===== src/rtl/amds_uart_byte_rx_if.sv =====
// amds_uart_byte_rx_if: serial line, arm strobe and result bundle of the AMDS byte receiver
// master: drives din/start_rx and observes results (packet assembler or bench)
// slave : the receiver itself
interface amds_uart_byte_rx_if;
  logic       din;
  logic       start_rx;
  logic       is_byte_valid;
  logic       is_byte_corrupt;
  logic       is_rx_timeout;
  logic [7:0] dout;
  logic       busy;
  modport master (output din, start_rx, input is_byte_valid, is_byte_corrupt, is_rx_timeout, dout, busy);
  modport slave (input din, start_rx, output is_byte_valid, is_byte_corrupt, is_rx_timeout, dout, busy);
endinterface


===== src/rtl/amds_uart_byte_rx.sv =====
// amds_uart_byte_rx: single-byte UART receiver (start, 8 data LSB-first, parity, stop) for one AMDS data line
// clk/rst_n : system clock, asynchronous active-low reset
// bus.din   : raw serial line (idle high, asynchronous); bus.start_rx arms for one byte
// bus.is_byte_valid/is_byte_corrupt/is_rx_timeout : one-cycle result pulses in the first IDLE cycle
// bus.dout  : last received byte, held until next result; bus.busy : state != IDLE
module amds_uart_byte_rx #(
  parameter int CLKS_PER_BIT = 8,
  parameter int TIMEOUT_CLKS = 2000,
  parameter bit PARITY_ODD   = 1'b0
) (
  input logic clk,
  input logic rst_n,
  amds_uart_byte_rx_if.slave bus
);
  localparam int TMR_W = $clog2(CLKS_PER_BIT);
  localparam int TMO_W = $clog2(TIMEOUT_CLKS);
  localparam logic [TMR_W-1:0] HALF_END = TMR_W'(CLKS_PER_BIT/2-1);
  localparam logic [TMR_W-1:0] BIT_END = TMR_W'(CLKS_PER_BIT-1);
  localparam logic [TMO_W-1:0] TMO_END = TMO_W'(TIMEOUT_CLKS-1);
  typedef enum logic [2:0] {IDLE, WAIT_START, START, DATA, PARITY, STOP} state_t;
  state_t r_state, w_state;
  logic r_din_m, r_din_s;
  logic [TMO_W-1:0] r_tmo, w_tmo;
  logic [TMR_W-1:0] r_tmr, w_tmr;
  logic [2:0] r_idx, w_idx;
  logic [7:0] r_shift, w_shift, r_dout, w_dout;
  logic r_par_err, w_par_err;
  logic r_valid, w_valid, r_corrupt, w_corrupt, r_timeout, w_timeout, r_busy;
  logic w_timed, w_end;
  // START waits half a bit to land on mid-bit; later states wait a full bit from there
  assign w_timed = r_state inside {START, DATA, PARITY, STOP};
  assign w_end = (r_state == START) ? (r_tmr == HALF_END) : (r_tmr == BIT_END);
  assign w_tmr = (w_timed && !w_end) ? r_tmr + 1'b1 : '0;
  always_comb begin
    w_state = r_state;
    w_tmo = r_tmo;
    w_idx = r_idx;
    w_shift = r_shift;
    w_dout = r_dout;
    w_par_err = r_par_err;
    w_valid = 1'b0;
    w_corrupt = 1'b0;
    w_timeout = 1'b0;
    // an arm strobe in any state (re)starts the wait and silently drops a frame in flight
    if (bus.start_rx) begin
      w_state = WAIT_START;
      w_tmo = '0;
    end else begin
      case (r_state)
        WAIT_START:
          if (!r_din_s) w_state = START;
          else if (r_tmo == TMO_END) begin
            w_state = IDLE;
            w_timeout = 1'b1;
          end else w_tmo = r_tmo + 1'b1;
        // a glitch returns to WAIT_START with the timeout budget already spent preserved
        START:
          if (w_end) begin
            w_idx = '0;
            w_state = r_din_s ? WAIT_START : DATA;
          end
        DATA:
          if (w_end) begin
            w_shift[r_idx] = r_din_s;
            w_idx = r_idx + 1'b1;
            w_state = (r_idx == 3'd7) ? PARITY : DATA;
          end
        PARITY:
          if (w_end) begin
            w_par_err = ((^r_shift) ^ r_din_s) != PARITY_ODD;
            w_state = STOP;
          end
        STOP:
          if (w_end) begin
            w_state = IDLE;
            w_dout = r_shift;
            w_corrupt = r_par_err | ~r_din_s;
            w_valid = ~(r_par_err | ~r_din_s);
          end
        default: w_state = IDLE;
      endcase
    end
  end
  always_ff @(posedge clk or negedge rst_n) begin
    if (!rst_n) begin
      r_din_m <= 1'b1;
      r_din_s <= 1'b1;
      r_state <= IDLE;
      r_tmo <= '0;
      r_tmr <= '0;
      r_idx <= '0;
      r_shift <= '0;
      r_dout <= '0;
      r_par_err <= 1'b0;
      r_valid <= 1'b0;
      r_corrupt <= 1'b0;
      r_timeout <= 1'b0;
      r_busy <= 1'b0;
    end else begin
      r_din_m <= bus.din;
      r_din_s <= r_din_m;
      r_state <= w_state;
      r_tmo <= w_tmo;
      r_tmr <= w_tmr;
      r_idx <= w_idx;
      r_shift <= w_shift;
      r_dout <= w_dout;
      r_par_err <= w_par_err;
      r_valid <= w_valid;
      r_corrupt <= w_corrupt;
      r_timeout <= w_timeout;
      r_busy <= (w_state != IDLE);
    end
  end
  assign bus.is_byte_valid = r_valid;
  assign bus.is_byte_corrupt = r_corrupt;
  assign bus.is_rx_timeout = r_timeout;
  assign bus.dout = r_dout;
  assign bus.busy = r_busy;
endmodule


===== src/flat_wrapper.sv =====
// flat-port wrapper written by rule: the top's interface ports become plain ports
module amds_uart_byte_rx_flat 
#(
  parameter int CLKS_PER_BIT = 8,
  parameter int TIMEOUT_CLKS = 2000,
  parameter bit PARITY_ODD   = 1'b0
)
  (clk, rst_n, bus_din, bus_start_rx, bus_is_byte_valid, bus_is_byte_corrupt, bus_is_rx_timeout, bus_dout, bus_busy);
  amds_uart_byte_rx_if bus_i ();
  input logic clk;
  input logic rst_n;
  input wire logic [$bits(bus_i.din)-1:0] bus_din;
  input wire logic [$bits(bus_i.start_rx)-1:0] bus_start_rx;
  output wire logic [$bits(bus_i.is_byte_valid)-1:0] bus_is_byte_valid;
  output wire logic [$bits(bus_i.is_byte_corrupt)-1:0] bus_is_byte_corrupt;
  output wire logic [$bits(bus_i.is_rx_timeout)-1:0] bus_is_rx_timeout;
  output wire logic [$bits(bus_i.dout)-1:0] bus_dout;
  output wire logic [$bits(bus_i.busy)-1:0] bus_busy;
  assign bus_i.din = bus_din;
  assign bus_i.start_rx = bus_start_rx;
  assign bus_is_byte_valid = bus_i.is_byte_valid;
  assign bus_is_byte_corrupt = bus_i.is_byte_corrupt;
  assign bus_is_rx_timeout = bus_i.is_rx_timeout;
  assign bus_dout = bus_i.dout;
  assign bus_busy = bus_i.busy;
  amds_uart_byte_rx #(.CLKS_PER_BIT(CLKS_PER_BIT), .TIMEOUT_CLKS(TIMEOUT_CLKS), .PARITY_ODD(PARITY_ODD)) u_core (.clk(clk), .rst_n(rst_n), .bus(bus_i));
endmodule

===== config.mk =====
export PLATFORM = sky130hd
export DESIGN_NAME = amds_uart_byte_rx_flat
export DESIGN_NICKNAME = d
export VERILOG_FILES = /design/src/rtl/amds_uart_byte_rx_if.sv /design/src/rtl/amds_uart_byte_rx.sv /design/src/flat_wrapper.sv
export SDC_FILE = /design/constraint.sdc
export NUM_CORES = 1
export LEC_CHECK = 0
export ABC_AREA = 1
export BUFFER_PORTS_ARGS = -buffer_cell sky130_fd_sc_hd__buf_4
export CAP_MARGIN = 20
export CORE_MARGIN = 10
export CORE_UTILIZATION = 40
export CTS_BUF_LIST = sky130_fd_sc_hd__clkbuf_16
export DETAILED_ROUTE_END_ITERATION = 8
export GPL_ROUTABILITY_DRIVEN = 0
export GPL_TIMING_DRIVEN = 1
export PLACE_DENSITY = 0.56
export SYNTH_ARGS = -nofsm -noshare
export SYNTH_HDL_FRONTEND = slang
export SYNTH_SLANG_ARGS = --single-unit
export TNS_END_PERCENT = 5

===== constraint.sdc =====
create_clock -name clk -period 3.2 [get_ports clk]
set_input_delay 0.16 -clock clk [delete_from_list [all_inputs] [get_ports clk]]
set_output_delay 0.16 -clock clk [all_outputs]
set_load 0.02 [all_outputs]

# == Word-level counts from Yosys, hierarchy flattened ==
# Cells that the tools add are included.
# word_totals
reg_bits,43
in_bits,4
word_cells,81
# op_classes
addsub,3
n_lt_le_gt_ge,2
eq_ne,12
mux,32
bitwise,5
n_reduce_logical,14
# op_table
op,count
11-bit two-way mux,4
3-bit two-way mux,11
3-bit one-hot mux with 5 select lines,1
3-bit == test (second input constant),4
1-bit two-way mux,12
3-bit AND reduction,4
11-bit by 1-bit adder with 11-bit output (second input constant),1
11-bit == test (second input constant),1
3-bit by 2-bit == test with 1-bit output (second input constant),3
8-bit bitwise mux,1
8-bit parity,1
3-bit by 1-bit adder with 3-bit output (second input constant),2
3-bit one-hot mux with 2 select lines,1
2-bit nonzero test,3
3-bit by 4-bit less-than comparator with 1-bit output (second input constant),1
2-bit by 1-bit inequality test with 1-bit output (second input constant),2
4-bit AND reduction,1
4-bit nonzero test,1
1-bit demux with 3-bit select,1
3-bit by 1-bit == test with 1-bit output (second input constant),1
3-bit by 1-bit >= comparator with 1-bit output (second input constant),1
1-bit inverter,3
3-bit nonzero test,1
1-bit logical AND,2
5 further kinds,5

# == Longest topological paths before layout ==
# Gate-level depths: netlist of run 1.
# logic_depth
ltp_word,6
ltp_mapped,11
depth_no_buf,11

# == Worst setup path after synthesis of run 1 ==
# No wires, ideal clock.
# synth_timing
path_kind,register to register
startpoint,reg u_core.r_tmo[0]
endpoint,reg u_core.r_busy (netlist: u_core.bus.busy)
setup_time_ps,122
t_arrival_ps,1337
required_ps,3078
slack_ps,1740
path_stages_with_launch,11
synth_period_minus_slack_ps,1460
cell_sequence,dfrtp_1 ha_1 inv_1 nor2_1 nand4_1 nand2_2 inv_1 nor2_1 nand2_1 nor2_1 nand2_1
# synth_between
elab_chain_cells,6
# synth_lines
element,line,rtl
"start, declared",amds_uart_byte_rx.sv:23,"logic [TMO_W-1:0] r_tmo, w_tmo;"
"start signal, assigned",amds_uart_byte_rx.sv:103,r_tmo <= w_tmo;
11-bit == test,amds_uart_byte_rx.sv:52,else if (r_tmo == TMO_END) begin
3-bit two-way mux,amds_uart_byte_rx.sv:52,
3-bit two-way mux,amds_uart_byte_rx.sv:51,if (!r_din_s) w_state = START;
3-bit one-hot mux with 5 select lines,amds_uart_byte_rx.sv:49,case (r_state)
3-bit two-way mux,amds_uart_byte_rx.sv:45,if (bus.start_rx) begin
3-bit nonzero test,amds_uart_byte_rx.sv:112,r_busy <= (w_state != IDLE);
"end signal, assigned",amds_uart_byte_rx.sv:112,
"end, declared",amds_uart_byte_rx.sv:28,"logic r_valid, w_valid, r_corrupt, w_corrupt, r_timeout, w_timeout, r_busy;"
# Every way passes these cells.
# A chain may end at the register's enable or synchronous reset.

# == Worst setup path in the final report of run 1 ==
# layout_timing
startpoint,reg u_core.r_state[0]
endpoint,reg u_core.r_shift[2]
# layout_between
elab_chain_cells,3
elab_cells_between_ends,4
cone_classes,2 x eq/ne; 1 x mux; 1 x reduce/logical
# layout_lines
element,line,rtl
"start, declared",amds_uart_byte_rx.sv:21,"state_t r_state, w_state;"
"start signal, assigned",amds_uart_byte_rx.sv:102,r_state <= w_state;
3-bit by 2-bit == test with 1-bit output,amds_uart_byte_rx.sv:32,assign w_end = (r_state == START) ? (r_tmr == HALF_END) : (r_tmr == BIT_END);
1-bit two-way mux,amds_uart_byte_rx.sv:32,
3-bit AND reduction (no line) (*),-,
"end signal, assigned",amds_uart_byte_rx.sv:106,r_shift <= w_shift;
"end, declared",amds_uart_byte_rx.sv:26,"logic [7:0] r_shift, w_shift, r_dout, w_dout;"
# Mark *: on every way between the ends. The rest lies on a longest branch, timed or not.

==> run metrics, run 1 <==
status finished, final reports clean; share of post-route cells with drive strength above 1 0.146; Inserted Diodes 0; Slew Limit Fails 0; clk root buf clkbuf_16; Sw Ratio 0.238; WL final 4140 microns; register area share after synthesis 0.491; post-synthesis cell type count 31; Internal 867 uW; final hold violations 0; Leak 1.16 nW; Worst slew margin 0.591; fin worst setup slack 1.28 ns; NetSw 271 uW; Worst EP arrival 2.07 ns; Peak VDD IR 0.000198 V; 1st-pass router iterations 4; Num Clock Sinks 43; first-pass GRT wire length 7420 microns; Min-Delay Startpoint bus_start_rx; crit share post-route 0.601; reg2reg start u_core.r_state[0]; Setup TNS 0 ns; DRC viols 0; power per cell area 453 mW/mm^2; yosys warns 0; Port-buffer cells 15; start point of the critical path u_core.r_state[0]; fmax 520 MHz; Seq. cell area 0.00108 sq mm; pre-CTS setup slack 1.28 ns; Worst Skew 0.00421 ns; io pins 16; clk buf depth 2; Synth area leader dfrtp_1; worst min-delay path category primary input to flip-flop; multi-input logic area 948 sq um; Mapped Area 0.00220 sq mm; Vias/cell 4.75; H-tree depth 2; core area 0.00520 sq mm; initial antenna violation count 0; minimum clock period after layout 1.92 ns; Iter 0 DRT Violations 68; Clock power frac 0.414; critical path type flip-flop to flip-flop; Filler Cells Inserted 540; Sequential Power Share 0.503; GRT Overall Usage 0.102; Yosys top cell area share 0.467; syn_area_per_cell 8.41 sq um; RSZ-0062 raised after global routing no; Critical Path RT 3.35 ns; Area Overhead vs Synth 14.4%; final-report setup violation count 0; final global-route overflow total 0; CTS buffer count 5; CTS resizes 0; die width 94.1 microns; post-DP HPWL 2990 microns; Starting Density 0.422; die height 94.1 microns; Worst Tran Pin Value 0.612 ns; vias in the first global route 1,611; top post-synthesis cells by area dfrtp_1 (47%), nand2_1 (11%), inv_1 (5.5%); crit end category flip-flop; nets@finish 287; CP max FO 11; clk slew on worst S/H paths 0.06 ns; CTS tree built; post-synth net total 269; synthesized instance count 261; clock latency at the later pin of the worst-skew pair 0.28 ns; DIE AREA 0.00885 sq mm; largest net degree at the start of global routing 44; Max-Cap Viols 0; row count 26; routed vias 1,661; DRT antenna net count 0; CP startpoint kind flip-flop; flops & latches, synth 43; average routed wire per standard cell 11.8 microns; Comb pwr share 0.082
[area by class of cell]
| type | instances | area share |
|---|---|---|
| well taps | 70 | 0.0349 |
| clock inverters | 3 | 0.00448 |
| flip-flops and latches | 43 | 0.429 |
| repair buffers | 17 | 0.0528 |
| multi-input cells | 178 | 0.378 |
| inverters | 34 | 0.0508 |
| clock buffers | 5 | 0.0498 |
[worst max-delay path: stages, from the launching register on]
cell and delay, ns:
dfrtp_1 0.48, inv_1 0.16, nand2_1 0.09, nand2_2 0.09
nand3_4 0.10, nor2_1 0.50, nand3_1 0.21, nand2_1 0.10
o21ai_1 0.06
[placed cells by master, fill, tap and decap left out, types with 2 or more instances in the layout]
cell / instances
a21oi_1: 6
buf_4: 15
clkbuf_16: 5
clkinv_1: 2
dfrtp_1: 41
dfstp_2: 2
dlygate4sd3_1: 2
ha_1: 4
inv_1: 33
inv_2: 2
nand2_1: 63
nand2_2: 2
nand3_1: 16
nand3b_1: 2
nand4_1: 4
nor2_1: 28
nor2_2: 2
nor3_1: 4
o21ai_0: 12
o21ai_1: 7
o21ai_2: 8
o31ai_1: 2
xnor2_1: 5
xor2_1: 5
[final timing paths]
check	cells after the start	slack [ns]	end
max	8	1.28	u_core.r_shift[2]
min	2	0.14	u_core.r_state[2]
max reg2reg	8	1.28	u_core.r_shift[2]
min reg2reg	0	0.35	u_core.r_din_s
max in group asynchronous	2	2.40	u_core.r_din_m
min in group asynchronous	2	0.41	u_core.r_tmo[6]
[power by group through the flow]
| stage | clock network, mW | registers, mW | logic, mW |
|---|---|---|---|
| finish | 0.472 | 0.573 | 0.0938 |
| global route | 0.508 | 0.575 | 0.109 |
| CTS | 0.488 | 0.573 | 0.0957 |
| detailed placement | 0 | 0.583 | 0.0931 |
| global placement | 0 | 0.583 | 0.0928 |
| floorplan | 0 | 0.580 | 0.0668 |
[sequential cells by signal, indices dropped and copies added, names as in the netlist]
name,cells
u_core.r_shift,8
u_core.bus.is_rx_timeout,1
u_core.bus.dout,8
u_core.r_state,3
u_core.r_par_err,1
u_core.bus.busy,1
u_core.bus.is_byte_corrupt,1
u_core.r_idx,3
u_core.bus.is_byte_valid,1
u_core.r_tmr,3
u_core.r_din_m,1
u_core.r_din_s,1
u_core.r_tmo,11
[kinds of logic after synthesis]
family	share of synthesized area
AND/OR/NAND/NOR	0.267
flip-flops	0.491
buffers and inverters	0.0769
AO/OA/AOI/OAI	0.103
XOR/XNOR	0.0399
adder cells (fa/ha/maj)	0.0228
[stage by stage]
stage                      util  hold slack, ns  cells  instance area (sq um)  total power, mW
after detailed placement  0.452           0.188    340                   2350            0.676
after global placement    0.452           0.188    340                   2350            0.675
after floorplan               -          -0.136    261                   2200            0.646
after CTS                 0.482           0.142    350                   2510             1.16
after global routing      0.482           0.150    350                   2510             1.19
final                     0.482           0.139    350                   2510             1.14
[timing repair]
item	CTS	global route
hold buffers	2	0
buffers inserted	0	0
endpoints found under the hold margin	42	0
[Yosys cell counts]
cell	instances
nand2_1	63
dfrtp_1	41
inv_1	32
nor2_1	28
nand3_1	16
o21ai_0	12
o21ai_2	8
o21ai_1	7
a21oi_1	6
xnor2_1	5
xor2_1	5
ha_1	4
nand4_1	4
nor3_1	4
clkbuf_1	3
buf_6	2
dfstp_2	2
inv_2	2
nand2_2	2
nand3b_1	2
nor2_2	2
o31ai_1	2
buf_4	1
nand3_4	1
nand4_2	1
nand4_4	1
nor2_4	1
nor3_2	1
nor4_1	1
o211ai_1	1
o21bai_1	1
[per-layer routing]
metal,routed length [microns],GRT usage,vias to the layer above
li1,-,-,877
met1,2060,0.129,763
met2,1880,0.161,16
met3,150,0.0328,5
met4,42,0.0342,0
met5,0,0,-
Note: power is estimated with default switching activity, not from simulation.
==> inputs of run 2 (changes only) <==
--- a/config.mk
+++ b/config.mk
@@ -5,7 +5,7 @@
 export SDC_FILE = /design/constraint.sdc
 export NUM_CORES = 1
 export LEC_CHECK = 0
-export ABC_AREA = 1
+export ABC_AREA = 0
 export BUFFER_PORTS_ARGS = -buffer_cell sky130_fd_sc_hd__buf_4
 export CAP_MARGIN = 20
 export CORE_MARGIN = 10
==> constraint.sdc (replaced) <==
create_clock -name clk -period 1.8 [get_ports clk]
set_input_delay 0.09 -clock clk [delete_from_list [all_inputs] [get_ports clk]]
set_output_delay 0.09 -clock clk [all_outputs]
set_load 0.02 [all_outputs]
==> run metrics, run 2 <==
status finished, final reports clean; power per cell area 794 mW/mm^2 (+75%); Comb pwr share 0.071 (-0.011); Finished Cell Area 0.00257 sq mm (+2.2%); io pins 16 (unchanged); Iter 0 DRT Violations 44 (-35%); worst min-delay path category primary input to flip-flop; top_reg_cell synth dfrtp_1; R2R Path End u_core.r_shift[6]; fmax 571 MHz (+9.8%); Synth area leader dfrtp_1; Mapped Area 0.00210 sq mm (-4.2%); critical path type flip-flop to flip-flop; top-count cell post-synth dfrtp_1; final hold violations 0 (unchanged); RSZ-0062 raised after global routing yes; crit path max-delay cell type dfrtp_1; Placed Cells 275 (-19%); largest net degree at the start of global routing 44 (unchanged); crit path capture u_core.r_shift[6]; clk buf depth 2 (unchanged); commonest cells in the netlist dfrtp_1 (41), mux2_2 (16), nand2_1 (16), nor2_1 (16), xnor2_1 (11); Num Clock Sinks 43 (unchanged); Inserted Diodes 0 (unchanged); Critical Path RT 1.97 ns (-1.38 ns); crit end category flip-flop; Worst slew margin 0.639 (+0.0485); area post-placement 0.00235 sq mm (-0.32%); WL final 4120 microns (-0.56%); Leak 1.16 nW (about the same); die width 92.5 microns (-1.7%); minimum clock period after layout 1.75 ns (-0.172 ns); final global-route overflow total 0 (unchanged); NetSw 474 uW (+75%); routed vias 1,424 (-14%); Max-Cap Viols 0 (unchanged); fin util 0.502 (+0.0200); CTS buffer count 5 (unchanged); Seq. cell area 0.00108 sq mm (unchanged); nets@finish 225 (-22%); CP startpoint kind flip-flop; ys async rst share 1.00 (unchanged); Worst EP arrival 1.92 ns (-0.15 ns); post-synthesis cell type count 38 (+23%); die height 92.5 microns (-1.7%); first-pass GRT wire length 6780 microns (-8.6%); Area Overhead vs Synth 22.0%; start point of the critical path u_core.r_tmr[0]; register area share after synthesis 0.513 (+0.0216); Yosys top cell area share 0.488 (+0.0206); clk root buf clkbuf_16; Starting Density 0.412 (-0.0101); worst reg2reg setup slack 0.05 ns (-1.23 ns); Worst Tran Pin Value 0.541 ns (-0.0704 ns); clk slew on worst S/H paths 0.06 ns (about the same); pre-CTS setup slack -0.0291 ns (-1.31 ns); max reg flops 11 (unchanged); clock latency at the later pin of the worst-skew pair 0.28 ns (about the same); DIE AREA 0.00856 sq mm (-3.3%); GRT Overall Usage 0.0980 (-0.00454); syn_area_per_cell 11.1 sq um (+32%); Sw Ratio 0.233 (-0.00581); reg2reg start u_core.r_tmr[0]; synthesized instance count 189 (-28%); Layout Cells excl Fill 288 (-18%); Slew Limit Fails 0 (unchanged); Clock power frac 0.433 (+0.019); Worst Reg-to-Reg Cells 6 (-2); Peak VDD IR 0.000365 V (+85%); share of post-route cells with drive strength above 1 0.289 (+0.143); flops & latches, synth 43 (unchanged); core area 0.00511 sq mm (-1.9%); average routed wire per standard cell 14.3 microns (+21%); CTS tree built; top post-synthesis cells by area dfrtp_1 (49%), mux2_2 (8.6%), xnor2_1 (4.6%); initial antenna violation count 0 (unchanged); row count 26 (unchanged); multi-input logic area 0.00102 sq mm (+8.0%); Port-buffer cells 15 (unchanged); H-tree depth 2 (unchanged); DRT antenna net count 0 (unchanged); post-DP HPWL 2830 microns (-5.4%); Internal 1.56 mW (+80%); Worst path max stage delay 0.41 ns (-0.09 ns); most frequent cells in the layout dfrtp_1 (41), buf_4 (25), nor2_1 (16), mux2_2 (16), nand2_1 (15); most common cell after layout, fill and taps aside dfrtp_1; final-report setup violation count 0 (unchanged); post-synth net total 197 (-27%); EDFF count, synth 0 (unchanged); sequence of cells on the critical path ha_4 > and3b_1 > and3_1 > and2b_2 > nand3_1 > mux2_2; Sequential Power Share 0.496 (-0.007); vias in the first global route 1,419 (-12%); Vias/cell 4.94 (+4.2%); CP max FO 9 (-2); DRC viols 0 (unchanged); Filler Cells Inserted 469 (-13%); largest register by flop count u_core.r_tmo; crit share post-route 0.974 (+0.372); fin worst setup slack 0.0473 ns (-1.23 ns); Worst Skew 0.00501 ns (+0.000801 ns); yosys warns 0 (unchanged); 1st-pass router iterations 4 (unchanged); final hold slack 0.109 ns (-0.0301 ns)
-- run 2: cells by family after synthesis --
kind of cell | share of synthesized area
mux | 0.0952
simple gates | 0.210
fa+ha+maj | 0.0238
xor+xnor | 0.0833
flops | 0.513
compound gates | 0.0547
buf+inv | 0.0202
-- run 2: worst min-delay path by stage --
stage | cells after the start | start | end | slack [ns]
after floorplan | 0 | rst_n | u_core.bus.busy | -0.21
after detailed placement | 1 | rst_n | u_core.r_tmo[8] | 0.12
after global routing | 2 | bus_start_rx | u_core.r_tmo[9] | 0.13
final | 2 | bus_start_rx | u_core.r_tmo[7] | 0.11
after global placement | 1 | rst_n | u_core.r_tmo[6] | 0.10
after CTS | 2 | bus_start_rx | u_core.r_tmo[3] | 0.10
-- run 2: per-layer routing --
layer	up-vias	wire [microns]	global-route usage
li1	707	-	-
met2	19	1800	0.141
met3	8	179	0.0299
met1	690	2060	0.131
met5	-	0	0
met4	0	79	0.0463
-- run 2: power by group through the flow --
stage | clock, mW | combinational, mW | sequential [mW]
after floorplan | 0 | 0.0862 | 1.02
after global placement | 0 | 0.136 | 1.03
after detailed placement | 0 | 0.141 | 1.03
after CTS | 0.910 | 0.145 | 1.01
after global routing | 0.950 | 0.161 | 1.01
final | 0.883 | 0.144 | 1.01
-- run 2: critical path: cells and delay by family (launching register included) --
family / cells / cell delay (ns)
AND/OR/NAND/NOR: 4 / 0.70
flip-flops: 1 / 0.41
multiplexers: 1 / 0.33
adder cells (fa/ha/maj): 1 / 0.20
-- run 2: area by class of cell --
type                    count  area share
inverters                   3     0.00439
clock inverters             3     0.00780
flip-flops and latches     43       0.420
repair buffers             28      0.0853
well taps                  70      0.0341
multi-input cells         136       0.399
clock buffers               5      0.0488
-- run 2: repair_timing --
action	4_1_cts	5_1_grt
hold buffers	2	0
hold endpoints to repair	42	0
pin swaps	0	4
cloned	0	1
resized for setup	1	8
endpoints found under the setup margin	15	17
setup buffers	0	2
-- run 2: through the flow --
stage | TNS (ns) | power, mW
CTS | 0 | 2.06
detailed placement | -0.0951 | 1.17
floorplan | 0 | 1.11
global placement | 0 | 1.16
finish | 0 | 2.04
global route | -0.249 | 2.12
==> inputs of run 3 (changes only) <==
==> constraint.sdc (replaced) <==
create_clock -name clk -period 1.8 [get_ports clk]
set_input_delay 0.36 -clock clk [delete_from_list [all_inputs] [get_ports clk]]
set_output_delay 0.36 -clock clk [all_outputs]
set_load 0.02 [all_outputs]
==> run metrics, run 3 (synthesis results as in run 2) <==
Starting Density 0.412 (unchanged); cell repeated most along the worst path o21ai_1; CP max FO 9 (unchanged); fmax 570 MHz (-0.11%); first-pass GRT wire length 7450 microns (+9.9%); worst min-delay path category primary input to async pin; R2R Path End u_core.bus.busy; average routed wire per standard cell 14.1 microns (-1.1%); Leak 1.15 nW (-0.66%); core area 0.00511 sq mm (unchanged); minimum clock period after layout 1.75 ns (+0.00192 ns); post-DP HPWL 2920 microns (+3.4%); Worst Tran Pin Value 0.543 ns (+0.00193 ns); max reg flops 11 (unchanged); power per cell area 807 mW/mm^2 (+1.6%); Seq. cell area 0.00108 sq mm (unchanged); CTS tree built; final global-route overflow total 0 (unchanged); Sequential Power Share 0.493 (-0.003); worst reg2reg setup slack 0.05 ns (about the same); 1st-pass router iterations 4 (unchanged); clk root buf clkbuf_16; Peak VDD IR 0.000361 V (-0.99%); crit path max-delay cell type dfrtp_1; largest net degree at the start of global routing 44 (unchanged); NetSw 481 uW (+1.4%); Area Overhead vs Synth 20.8%; share of post-route cells with drive strength above 1 0.292 (+0.00268); CTS buffer count 5 (unchanged); Max-Cap Viols 0 (unchanged); final hold slack 0.0699 ns (-0.0392 ns); Worst Skew 0.00789 ns (+0.00288 ns); Worst Reg-to-Reg Cells 6 (unchanged); Setup TNS 0 ns (unchanged); CP startpoint kind flip-flop; Worst EP arrival 1.91 ns (about the same); io pins 16 (unchanged); die width 92.5 microns (unchanged); Inserted Diodes 0 (unchanged); row count 26 (unchanged); initial antenna violation count 0 (unchanged); Port-buffer cells 15 (unchanged); nets@finish 223 (-0.89%); Vias/cell 5.05 (+2.0%); Layout Cells excl Fill 286 (-0.69%); CP Depth 6 (unchanged); critical path type flip-flop to flip-flop; Placed Cells 276 (+0.36%); clk buf depth 2 (unchanged); WL final 4050 microns (-1.8%); vias in the first global route 1,554 (+9.5%); GRT Overall Usage 0.103 (+0.00495); DRC viols 0 (unchanged); Filler Cells Inserted 487 (+3.8%); Sw Ratio 0.235 (+0.00203); most frequent cells in the layout dfrtp_1 (41), buf_4 (26), nand2_1 (16), nor2_1 (16), mux2_2 (16); Critical Path RT 1.96 ns (about the same); H-tree depth 2 (unchanged); Internal 1.57 mW (+0.28%); CP delay by family, top simple AND/OR/NAND/NOR gates; Num Clock Sinks 43 (unchanged); RSZ-0062 raised after global routing yes; DIE AREA 0.00856 sq mm (unchanged); DRT antenna net count 0 (unchanged); Worst path max stage delay 0.41 ns (about the same); multi-input logic area 0.00102 sq mm (-0.73%); Worst slew margin 0.638 (-0.00129); clock latency at the later pin of the worst-skew pair 0.28 ns (about the same); Slew Limit Fails 0 (unchanged); clk slew on worst S/H paths 0.07 ns (about the same); crit share post-route 0.975 (+0.00107); Clock power frac 0.438 (+0.005); Buf/Inv on CP 0 (unchanged); final-report setup violation count 0 (unchanged); Comb pwr share 0.069 (-0.002); die height 92.5 microns (unchanged); crit end category flip-flop; most common cell after layout, fill and taps aside dfrtp_1; status finished, final reports clean; reg2reg start u_core.r_tmr[0]; Iter 0 DRT Violations 62 (+41%); routed vias 1,443 (+1.3%); sequence of cells on the critical path ha_4 > nor2b_1 > o21ai_1 > o21ai_1 > or3_4 > or3_1; largest register by flop count u_core.r_tmo; final hold violations 0 (unchanged)
==> run 3: what timing repair did <==
| item | 4_1_cts | 5_1_grt |
|---|---|---|
| pin swaps | 0 | 2 |
| buffers inserted | 0 | 2 |
| resized for setup | 1 | 4 |
| cloned | 0 | 0 |
| setup endpoints to repair | 12 | 18 |
| hold buffers | 0 | 0 |
| hold endpoints to repair | 0 | 0 |
==> run 3: power groups by stage <==
stage	Clock, mW	Sequential (mW)	Combinational (mW)
detailed placement	0	1.03	0.142
finish	0.898	1.01	0.141
CTS	0.926	1.01	0.143
global placement	0	1.03	0.138
floorplan	0	1.02	0.0862
global route	0.973	1.01	0.160
==> run 3: area by class of cell <==
class	instances	share of cell area
Timing Repair Buffer	26	0.0768
Clock buffer	5	0.0493
Sequential cell	43	0.425
Inverter	3	0.00443
Clock inverter	3	0.00985
Tap cell	70	0.0345
Multi-Input combinational cell	136	0.400
==> run 3: metal layers <==
layer,track usage,up-vias,routed length (microns)
met4,0.0283,0,13
met2,0.165,20,1940
li1,-,702,-
met5,0,-,0
met1,0.132,719,1930
met3,0.0299,2,163
==> run 3: how the worst max path moves through the flow <==
stage               slack, ns             from         endpoint
floorplan                0.04  u_core.r_idx[1]  u_core.bus.busy
global placement        0.009  u_core.r_tmr[0]  u_core.bus.busy
detailed placement      -0.04  u_core.r_tmr[0]  u_core.bus.busy
CTS                     -0.03  u_core.r_idx[0]  u_core.bus.busy
global route            -0.09  u_core.r_idx[0]  u_core.bus.busy
finish                   0.05  u_core.r_tmr[0]  u_core.bus.busy
==> run 3: stage by stage <==
| stage | worst slack, ns | utilization | total power, mW | cell area (sq um) |
|---|---|---|---|---|
| 3_3_place_gp | 0.00938 | 0.461 | 1.16 | 2350 |
| 3_5_place_dp | -0.0371 | 0.461 | 1.17 | 2350 |
| 2_1_floorplan | 0.0387 | - | 1.11 | 2120 |
| 6_report | 0.0454 | 0.497 | 2.05 | 2540 |
| 4_1_cts | -0.0261 | 0.491 | 2.08 | 2510 |
| 5_1_grt | -0.0867 | 0.497 | 2.15 | 2540 |
